<file path="config.mk">
export PLATFORM = sky130hd
export DESIGN_NAME = pixel_packer_mono8
export DESIGN_NICKNAME = d
export VERILOG_FILES = /design/src/rtl/pixel_packer_pkg.sv /design/src/rtl/axis_beat_reg.sv /design/src/rtl/pixel_packer_mono8.sv
export SDC_FILE = /design/constraint.sdc
export NUM_CORES = 1
export LEC_CHECK = 0
export BUFFER_PORTS_ARGS = -buffer_cell sky130_fd_sc_hd__buf_2
export CORE_ASPECT_RATIO = 0.6
export CORE_MARGIN = 8
export CORE_UTILIZATION = 55
export CTS_BUF_LIST = sky130_fd_sc_hd__clkbuf_4
export CTS_CLUSTER_SIZE = 10
export DETAILED_ROUTE_END_ITERATION = 12
export PLACE_DENSITY = 0.79
export RECOVER_POWER = 100
export SLEW_MARGIN = 20
export SYNTH_ARGS = -nofsm -noshare
export SYNTH_HDL_FRONTEND = slang
export SYNTH_HIERARCHICAL = 1
export SYNTH_SLANG_ARGS = --single-unit
</file>
<file path="constraint.sdc">
create_clock -name clk -period 8.7 [get_ports clk]
set_input_delay 0.435 -clock clk [delete_from_list [all_inputs] [get_ports clk]]
set_output_delay 0.435 -clock clk [all_outputs]
set_load 0.005 [all_outputs]
</file>
<file path="src/rtl/pixel_packer_pkg.sv">
// rtl/pixel_packer_pkg.sv - shared types and beat geometry helpers for the Mono8 pixel packer
package pixel_packer_pkg;

    typedef enum logic [1:0] {
        IDLE  = 2'd0,
        RUN   = 2'd1,
        FLUSH = 2'd2
    } state_t;

    function automatic int calc_lanes(input int data_width, input int pixel_width);
        return data_width / pixel_width;
    endfunction

    function automatic int calc_beats(input int frame_pixels, input int lanes);
        return (frame_pixels + lanes - 1) / lanes;
    endfunction

    function automatic int calc_tail(input int frame_pixels, input int lanes);
        return frame_pixels % lanes;
    endfunction

    // Geometry of the default 256-bit / 8-bit / 48x48 configuration.
    localparam int          LANES     = calc_lanes(256, 8);
    localparam int          BEATS     = calc_beats(2304, LANES);
    localparam int          TAIL      = calc_tail(2304, LANES);
    localparam logic [31:0] KEEP_TAIL = (TAIL == 0) ? 32'hFFFF_FFFF : 32'((64'd1 << TAIL) - 64'd1);

endpackage

</file>
<file path="src/rtl/axis_beat_reg.sv">
// rtl/axis_beat_reg.sv - single-entry output holding register for one packed beat
module axis_beat_reg #(
    parameter int DATA_WIDTH = 256
) (
    input  logic                    clk,
    input  logic                    reset,
    input  logic                    load,
    input  logic [DATA_WIDTH-1:0]   load_tdata,
    input  logic [DATA_WIDTH/8-1:0] load_tkeep,
    input  logic                    load_tlast,
    input  logic                    tready,
    output logic                    tvalid,
    output logic [DATA_WIDTH-1:0]   tdata,
    output logic [DATA_WIDTH/8-1:0] tkeep,
    output logic                    tlast
);

    // Hold the beat until it handshakes; the parent only loads when empty or draining.
    always_ff @(posedge clk or posedge reset) begin
        if (reset) begin
            tvalid <= 1'b0;
            tdata  <= '0;
            tkeep  <= '0;
            tlast  <= 1'b0;
        end else if (load) begin
            tvalid <= 1'b1;
            tdata  <= load_tdata;
            tkeep  <= load_tkeep;
            tlast  <= load_tlast;
        end else if (tready) begin
            tvalid <= 1'b0;
        end
    end

endmodule

</file>
<file path="src/rtl/pixel_packer_mono8.sv">
// rtl/pixel_packer_mono8.sv - packs a byte-wide sample stream into framed wide beats
module pixel_packer_mono8
    import pixel_packer_pkg::*;
#(
    parameter int                         PIXEL_BIT_WIDTH = 8,
    parameter int                         DATA_WIDTH      = 256,
    parameter int                         FRAME_PIXELS    = 2304,
    parameter logic [PIXEL_BIT_WIDTH-1:0] PAD_VALUE       = '0
) (
    input  logic                       clk,
    input  logic                       reset,
    input  logic                       ap_start,
    output logic                       ap_idle,
    output logic                       ap_done,
    input  logic                       s_axis_tvalid,
    output logic                       s_axis_tready,
    input  logic [PIXEL_BIT_WIDTH-1:0] s_axis_tdata,
    output logic                       m_axis_tvalid,
    input  logic                       m_axis_tready,
    output logic [DATA_WIDTH-1:0]      m_axis_tdata,
    output logic [DATA_WIDTH/8-1:0]    m_axis_tkeep,
    output logic                       m_axis_tlast
);

    localparam int N_LANES    = calc_lanes(DATA_WIDTH, PIXEL_BIT_WIDTH);
    localparam int N_TAIL     = calc_tail(FRAME_PIXELS, N_LANES);
    localparam int KEEP_W     = DATA_WIDTH / 8;
    localparam int TAIL_BYTES = N_TAIL * PIXEL_BIT_WIDTH / 8;
    localparam int LANE_W     = (N_LANES > 1) ? $clog2(N_LANES) : 1;
    localparam int PIX_W      = (FRAME_PIXELS > 1) ? $clog2(FRAME_PIXELS) : 1;
    localparam logic [LANE_W-1:0] LAST_LANE = LANE_W'(N_LANES - 1);
    localparam logic [PIX_W-1:0]  LAST_PIX  = PIX_W'(FRAME_PIXELS - 1);

    state_t                 state, state_nxt;
    logic [LANE_W-1:0]      lane_cnt;
    logic [PIX_W-1:0]       pix_cnt;
    logic [DATA_WIDTH-1:0]  acc, merged, xfer_src, beat_data;
    logic [KEEP_W-1:0]      beat_keep;
    logic                   acc_full, acc_last;
    logic                   s_hs, at_last_lane, at_last_pix, completing;
    logic                   can_load, load, xfer_last;

    assign ap_idle = (state == IDLE);
    assign ap_done = m_axis_tvalid && m_axis_tready && m_axis_tlast;

    // Handshakes, accumulator merge and the beat offered to the output register.
    // A beat completed by this cycle's sample may bypass the accumulator straight
    // into the output register; a beat that cannot move waits in the accumulator.
    always_comb begin
        can_load      = !m_axis_tvalid || m_axis_tready;
        s_axis_tready = (state == RUN) && !(acc_full && !can_load);
        s_hs          = s_axis_tvalid && s_axis_tready;
        at_last_lane  = (lane_cnt == LAST_LANE);
        at_last_pix   = (pix_cnt == LAST_PIX);
        completing    = s_hs && (at_last_lane || at_last_pix);
        load          = can_load && (acc_full || completing);
        merged        = acc;
        for (int i = 0; i < N_LANES; i++) begin
            if (lane_cnt == LANE_W'(i)) begin
                merged[i*PIXEL_BIT_WIDTH +: PIXEL_BIT_WIDTH] = s_axis_tdata;
            end
        end
        xfer_src  = acc_full ? acc : merged;
        xfer_last = acc_full ? acc_last : at_last_pix;
        beat_data = xfer_src;
        beat_keep = '1;
        if (xfer_last && N_TAIL != 0) begin
            for (int i = 0; i < N_LANES; i++) begin
                if (i >= N_TAIL) begin
                    beat_data[i*PIXEL_BIT_WIDTH +: PIXEL_BIT_WIDTH] = PAD_VALUE;
                end
            end
            for (int i = 0; i < KEEP_W; i++) begin
                beat_keep[i] = (i < TAIL_BYTES);
            end
        end
    end

    // Frame sequencing: arm on ap_start, collect the frame, drain the tlast beat.
    always_comb begin
        state_nxt = state;
        case (state)
            IDLE:    if (ap_start) state_nxt = RUN;
            RUN:     if (s_hs && at_last_pix) state_nxt = FLUSH;
            FLUSH:   if (ap_done) state_nxt = IDLE;
            default: state_nxt = IDLE;
        endcase
    end

    // State, counters and accumulator occupancy.
    always_ff @(posedge clk or posedge reset) begin
        if (reset) begin
            state    <= IDLE;
            lane_cnt <= '0;
            pix_cnt  <= '0;
            acc      <= '0;
            acc_full <= 1'b0;
            acc_last <= 1'b0;
        end else begin
            state <= state_nxt;
            if (state == IDLE && ap_start) begin
                lane_cnt <= '0;
                pix_cnt  <= '0;
                acc_full <= 1'b0;
                acc_last <= 1'b0;
            end else begin
                if (s_hs) begin
                    acc      <= merged;
                    lane_cnt <= completing ? '0 : lane_cnt + 1'b1;
                    pix_cnt  <= at_last_pix ? '0 : pix_cnt + 1'b1;
                end
                if (completing) begin
                    acc_last <= at_last_pix;
                end
                // A stored beat leaving while the next one completes keeps the flag set.
                if (acc_full) begin
                    acc_full <= !load || completing;
                end else begin
                    acc_full <= completing && !can_load;
                end
            end
        end
    end

    axis_beat_reg #(
        .DATA_WIDTH (DATA_WIDTH)
    ) u_out (
        .clk        (clk),
        .reset      (reset),
        .load       (load),
        .load_tdata (beat_data),
        .load_tkeep (beat_keep),
        .load_tlast (xfer_last),
        .tready     (m_axis_tready),
        .tvalid     (m_axis_tvalid),
        .tdata      (m_axis_tdata),
        .tkeep      (m_axis_tkeep),
        .tlast      (m_axis_tlast)
    );

endmodule

</file>
==> results.cfg, run 1 <==
[status]
outcome = finished, violations left
violations = capacitance limit, slew limit

[global_route]
grt_overflow_total = 0
grt_pass1_wl_um = 97570
grt_max_degree = 162
grt_pass1_vias = 16865
antenna_found_initial = 2
grt.total_usage = 0.2286

[sta]
finalHoldViolCount = 0
rsz0062_at_grt = no
tightest_slew_ps = 5445
setup_viol = 0
fin_ws_ps = 3326
period_minus_slack_ps = 5374
finalSetupTns_ps = 0
fmax_mhz = 186.1
finalMaxSlewViolations = 415
max_slew_margin = -2.650
period_share = 0.6177
finClkSkew_ps = 51.07

[floorplanning]
die-area_mm2 = 0.05381
dieHeight_um = 182.9
start_util = 0.5540
core.rowCount = 61
fp.dieW_um = 294.2
core_mm2 = 0.04610
io_pins = 306

[place]
gp_congestion = 0.7893
io_buffers = 305
dpl.hpwl_um = 38720
placed_cell_area_mm2 = 0.02756
dp_slack_ps = 4748

[hold_path]
whs_endpoint = lane_cnt[2]
hp-start = s_axis_tvalid
hold_path_depth = 4
hold_path_class = primary input to flip-flop

[cts]
insertion_delay_ps = 820
cts_tree = built
cts-resized-gates = 0
cts-buffers-inserted = 138
clock-sinks = 567
cts-root-buf = clkbuf_4
path_clk_slew_ps = 70
cts_max_level = 4
clock_path_buffers = 3

[power]
vdd_drop_max_uv = 114.6
finalPower_w = 0.006729
power.density_mw_per_mm2 = 237.4
p_leak_nw = 14.21

[layout]
area_growth_pct = 10.98
most-common-layout-cells = mux2_2 (681), dfrtp_1 (567), clkbuf_1 (219)
nets = 2084
stdcell_area_mm2 = 0.02834
final_util = 0.6148
drive_above_1_share = 0.4642
layout_commonest_cell = mux2_2
fill_cells = 3795

[worst_setup_path]
rr_startpoint = acc_full
r2r_slack_ps = 3330
critPathMaxStageDelay_ps = 1810
crit_start = acc_full
cp.arrival_ps = 6030
crit_buf_inv = 1
reg2reg_to = u_out/tdata[7]
cpMaxStageDelayCell = o21a_1
startpoint_type = flip-flop
crit_path_end_kind = flip-flop
criticalPathCategory = flip-flop to flip-flop
r2r_cells = 6
crit_fanout = 145
worstPathCellList = nand3b_1, nand3_1, nor2_1, o21a_1, buf_12, mux2_2
cp_top_family = compound AO/OA/AOI/OAI gates
cp.required_ps = 9360

[synthesis]
synth_cells = 1685
syn_area_mm2 = 0.02554
syn_avg_cell_area_um2 = 15.16
yosysTopAreaCell = dfrtp_1
seq_area_frac_synth = 0.5556
synth.distinct_cells = 51
synth_edf_count = 0
ys.flop_type = dfrtp_1
yosys_warnings = 6
synthDominantCellAreaShare = 0.5556
async_reset_ff_frac = 1.000
synth_seq_cells = 567
synthTopCellsByArea = dfrtp_1 (56%), mux2_2 (30%), mux2_4 (6.3%)

[flow_run]
maxCapViolCount = 11

[drt]
drt_iter0_markers = 664
wl_um = 61180
via_per_inst = 5.474
vias = 15228
drt_pass1_iterations = 4
ant_nets = 0
wl_per_cell_um = 21.99
drcViolationCount = 0
[worst min-delay path: cells and delay by family]
family,cells,cell delay (ps)
and+or+nand+nor,2,230
xor gates and xnor gates,1,70
buffers and inverters,1,140
[registers in the layout (all words and copies together) (netlist names)]
| name | flops |
|---|---|
| u_out/tdata | 256 |
| state | 2 |
| u_out/tkeep | 32 |
| pix_cnt | 12 |
| u_out/tvalid | 1 |
| acc_full | 1 |
| acc_last | 1 |
| acc | 256 |
| u_out/tlast | 1 |
| lane_cnt | 5 |
[final cells by class]
| class | instances | area (µm²) | area share |
|---|---|---|---|
| sequential | 567 | 14190 | 0.5007 |
| tap | 630 | 788.3 | 0.02781 |
| clock buffer | 189 | 1419 | 0.05007 |
| clock inverter | 37 | 230.2 | 0.008124 |
| antenna | 2 | 5.005 | 0.0001766 |
| multi-input combinational | 1021 | 10250 | 0.3616 |
| inverter | 13 | 51.30 | 0.001810 |
| timing repair buffer | 323 | 1410 | 0.04976 |
[power breakdown]
| group | switching [W] | leakage, nW | total [W] | internal (W) |
|---|---|---|---|---|
| Clock | 0.00106 | 0.963 | 0.00213 | 0.00107 |
| Sequential | 0.000238 | 7.74 | 0.00330 | 0.00306 |
| Combinational | 0.000566 | 5.51 | 0.00130 | 0.000734 |
| Total | 0.00187 | 14.2 | 0.00673 | 0.00486 |
[repair_timing]
| item | 4_1_cts | 5_1_grt |
|---|---|---|
| buffers inserted | 0 | 0 |
| hold endpoints to repair | 226 | 0 |
| hold buffers | 3 | 0 |
[metal layers]
layer	vias to the layer above	global-route usage	part of all wire
met2	378	0.3638	0.47
met1	7903	0.3114	0.45
met4	0	0.07402	0.025
met3	116	0.05240	0.052
met5	-	0	0
li1	6831	-	-
[logic make-up after synthesis]
kind of cell / Yosys count / synth area share
other: 1 / 0.0001468
buffers and inverters: 128 / 0.02425
adder cells (fa/ha/maj): 7 / 0.003430
AO/OA/AOI/OAI: 34 / 0.008820
AND/OR/NAND/NOR: 143 / 0.03729
multiplexers: 804 / 0.3701
XOR/XNOR: 1 / 0.0003430
flip-flops: 567 / 0.5556
[cells in the mapped netlist, types with 7 or more instances]
library cell,number
ha_1,7
nand3_1,7
a31oi_1,11
buf_2,30
mux2_1,8
nor2b_1,10
dfrtp_1,567
nor2_1,12
buf_1,19
clkbuf_1,51
nor2_2,22
mux2_4,107
inv_1,12
mux2_2,686
nand4_1,11
buf_6,12
nand2_1,32
[through the flow]
stage | hold WS, ps | cells
after floorplan | 442.2 | 1716
after global placement | 463.4 | 2551
after CTS | 76.77 | 2780
after detailed placement | 471.5 | 2551
after global routing | 105.7 | 2781
final | 124.8 | 2782
[worst max-delay path by stage]
stage                                   to  slack [ps]  depth (start not counted)
after floorplan             u_out/tdata[0]         260                          1
after global placement    u_out/tdata[206]        4900                          7
after detailed placement   u_out/tdata[49]        4750                          7
after CTS                   u_out/tdata[7]        4690                          7
after global routing      u_out/tdata[218]        2420                          4
final                       u_out/tdata[7]        3330                          6
(Power assumes the default switching activity.)
==> inputs of run 2 (changes only) <==
--- a/config.mk
+++ b/config.mk
@@ -12,7 +12,7 @@
 export CTS_BUF_LIST = sky130_fd_sc_hd__clkbuf_4
 export CTS_CLUSTER_SIZE = 10
 export DETAILED_ROUTE_END_ITERATION = 12
-export PLACE_DENSITY = 0.79
+export PLACE_DENSITY = 0.76
 export RECOVER_POWER = 100
 export SLEW_MARGIN = 20
 export SYNTH_ARGS = -nofsm -noshare
==> constraint.sdc (replaced) <==
create_clock -name clk -period 5.1 [get_ports clk]
set_input_delay 0.255 -clock clk [delete_from_list [all_inputs] [get_ports clk]]
set_output_delay 0.255 -clock clk [all_outputs]
set_load 0.005 [all_outputs]
==> run 2 against run 1 <==
The run still ends with capacitance limit, slew limit left. Critical path type unchanged. Critical path depth is 2 higher. Wire length hardly changed. Maximum frequency is 33% higher. Clock skew is 10 ps higher. Via count is 0.70% higher. Hold slack better by 85 ps. Flip-flop and latch count stayed put.
==> results.cfg, run 2 (same netlist as run 1, synthesis figures left out) <==
[layout]
top_regs = acc x256, u_out/tdata x256, u_out/tkeep x32
drive_above_1_share = 0.4695
stdcell_area_mm2 = 0.02852
area_growth_pct = 11.68
most-common-layout-cells = mux2_2 (678), dfrtp_1 (567), clkbuf_1 (219)
nets = 2092
layout_commonest_cell = mux2_2

[cts]
insertion_delay_ps = 840
cts_tree = built
path_clk_slew_ps = 70
cts_max_level = 4
cts-root-buf = clkbuf_4
cts-buffers-inserted = 138
clock_path_buffers = 3
clock-sinks = 567

[worst_setup_path]
crit_fanout = 52
cp.arrival_ps = 4690
criticalPathCategory = flip-flop to flip-flop
crit_path_end_kind = flip-flop
startpoint_type = flip-flop
cp.required_ps = 5750

[drt]
drt_iter0_markers = 849
wl_per_cell_um = 21.87
via_per_inst = 5.480
ant_nets = 0
drt_pass1_iterations = 5
wl_um = 61190
drcViolationCount = 0
vias = 15334

[power]
p_int_w = 0.008363
clock_power_share = 0.320
power_frac_comb = 0.195
vdd_drop_max_uv = 184.2
netSwitchingPower_w = 0.003201
p_leak_nw = 14.34
power.density_mw_per_mm2 = 405.5
pwr-share-seq = 0.485
swShare = 0.2768

[sta]
setup_viol = 0
period_minus_slack_ps = 4035
finClkSkew_ps = 61.38
finalSetupTns_ps = 0
max_slew_margin = -1.422
fmax_mhz = 247.8
period_share = 0.7912
finalMaxSlewViolations = 513
tightest_slew_ps = 3632
finalHoldViolCount = 0
rsz0062_at_grt = no
hold_ws_ps = 210.2

[place]
gp_congestion = 0.8103
dpl.hpwl_um = 39310
placed_cell_area_mm2 = 0.02767
io_buffers = 305

[status]
violations = capacitance limit, slew limit
outcome = finished, violations left

[floorplanning]
fp.dieW_um = 294.2
io_pins = 306
die-area_mm2 = 0.05381
dieHeight_um = 182.9
core_mm2 = 0.04610
start_util = 0.5540
core.rowCount = 61

[global_route]
grt_max_degree = 151
antenna_found_initial = 2
grt_overflow_total = 0
grt_pass1_vias = 16849
grt.total_usage = 0.2292
grt_pass1_wl_um = 97910

[flow_run]
maxCapViolCount = 12

[hold_path]
hold_path_class = primary input to async pin
==> run 2: cell count changes in the layout (fill, tap and decap cells not counted), sizes merged <==
cell | before | now
dlygate4sd3 | 3 | 5
clkinv | 23 | 28
clkbuf | 409 | 421
clkinvlp | 8 | 4
inv | 17 | 15
buf | 100 | 103
==> run 2: power groups by stage <==
stage          sequential [W]  clock (W)  combinational [W]
3_3_place_gp          0.00563          0            0.00231
3_5_place_dp          0.00569          0            0.00239
6_report              0.00561    0.00370            0.00226
2_1_floorplan         0.00555          0            0.00190
4_1_cts               0.00561    0.00382            0.00240
5_1_grt               0.00571    0.00407            0.00246
==> run 2: critical path, stage by stage (launching register included) <==
cell	delay (ps)
dfrtp_1	460
ha_1	340
and3_1	220
ha_1	270
a31oi_1	90
nor2_1	230
o21a_2	1190
clkbuf_1	640
mux2_2	410
==> run 2: timing repair <==
action / 4_1_cts / 5_1_grt
hold buffers: 5 / 0
hold endpoints to repair: 447 / 0
resized for setup: 0 / 0
buffers inserted: 0 / 0
==> run 2: cell type report <==
type / count / area [µm²]
clock buffer: 198 / 1486
timing repair buffer: 331 / 1519
tap: 630 / 788.3
antenna: 2 / 5.005
sequential: 567 / 14190
clock inverter: 36 / 212.7
inverter: 13 / 51.30
fill: 3802 / 17580
multi-input combinational: 1021 / 10270
==> run 2: per-layer routing <==
metal | part of all wire | wire (µm) | vias up | global-route usage
met3 | 0.052 | 3182 | 94 | 0.05578
met1 | 0.46 | 28090 | 8006 | 0.3149
li1 | - | - | 6885 | -
met5 | 0 | 0 | - | 0
met2 | 0.47 | 28640 | 349 | 0.3631
met4 | 0.021 | 1275 | 0 | 0.06599
==> run 2: per-stage QoR <==
step	total power (W)	util	worst slack [ps]	cells
2_1_floorplan	0.007458	-	997.8	1716
3_3_place_gp	0.007939	0.6002	1661	2557
3_5_place_dp	0.008080	0.6002	1524	2557
4_1_cts	0.01183	0.6382	1495	2796
5_1_grt	0.01224	0.6187	791.1	2798
6_report	0.01156	0.6187	1065	2798
==> run 2: final timing paths <==
| kind | cells past startpoint | slack (ps) | to | from |
|---|---|---|---|---|
| max | 8 | 1060 | u_out/tdata[240] | lane_cnt[0] |
| max in group asynchronous | 4 | 1430 | u_out/tdata[250] | reset |
| max reg2reg | 8 | 1060 | u_out/tdata[240] | lane_cnt[0] |
| min in group clk | 3 | 280 | acc[40] | s_axis_tdata[0] |
| min reg2reg | 1 | 490 | u_out/tdata[160] | u_out/tdata[160] |
| min | 4 | 210 | u_out/tdata[156] | reset |
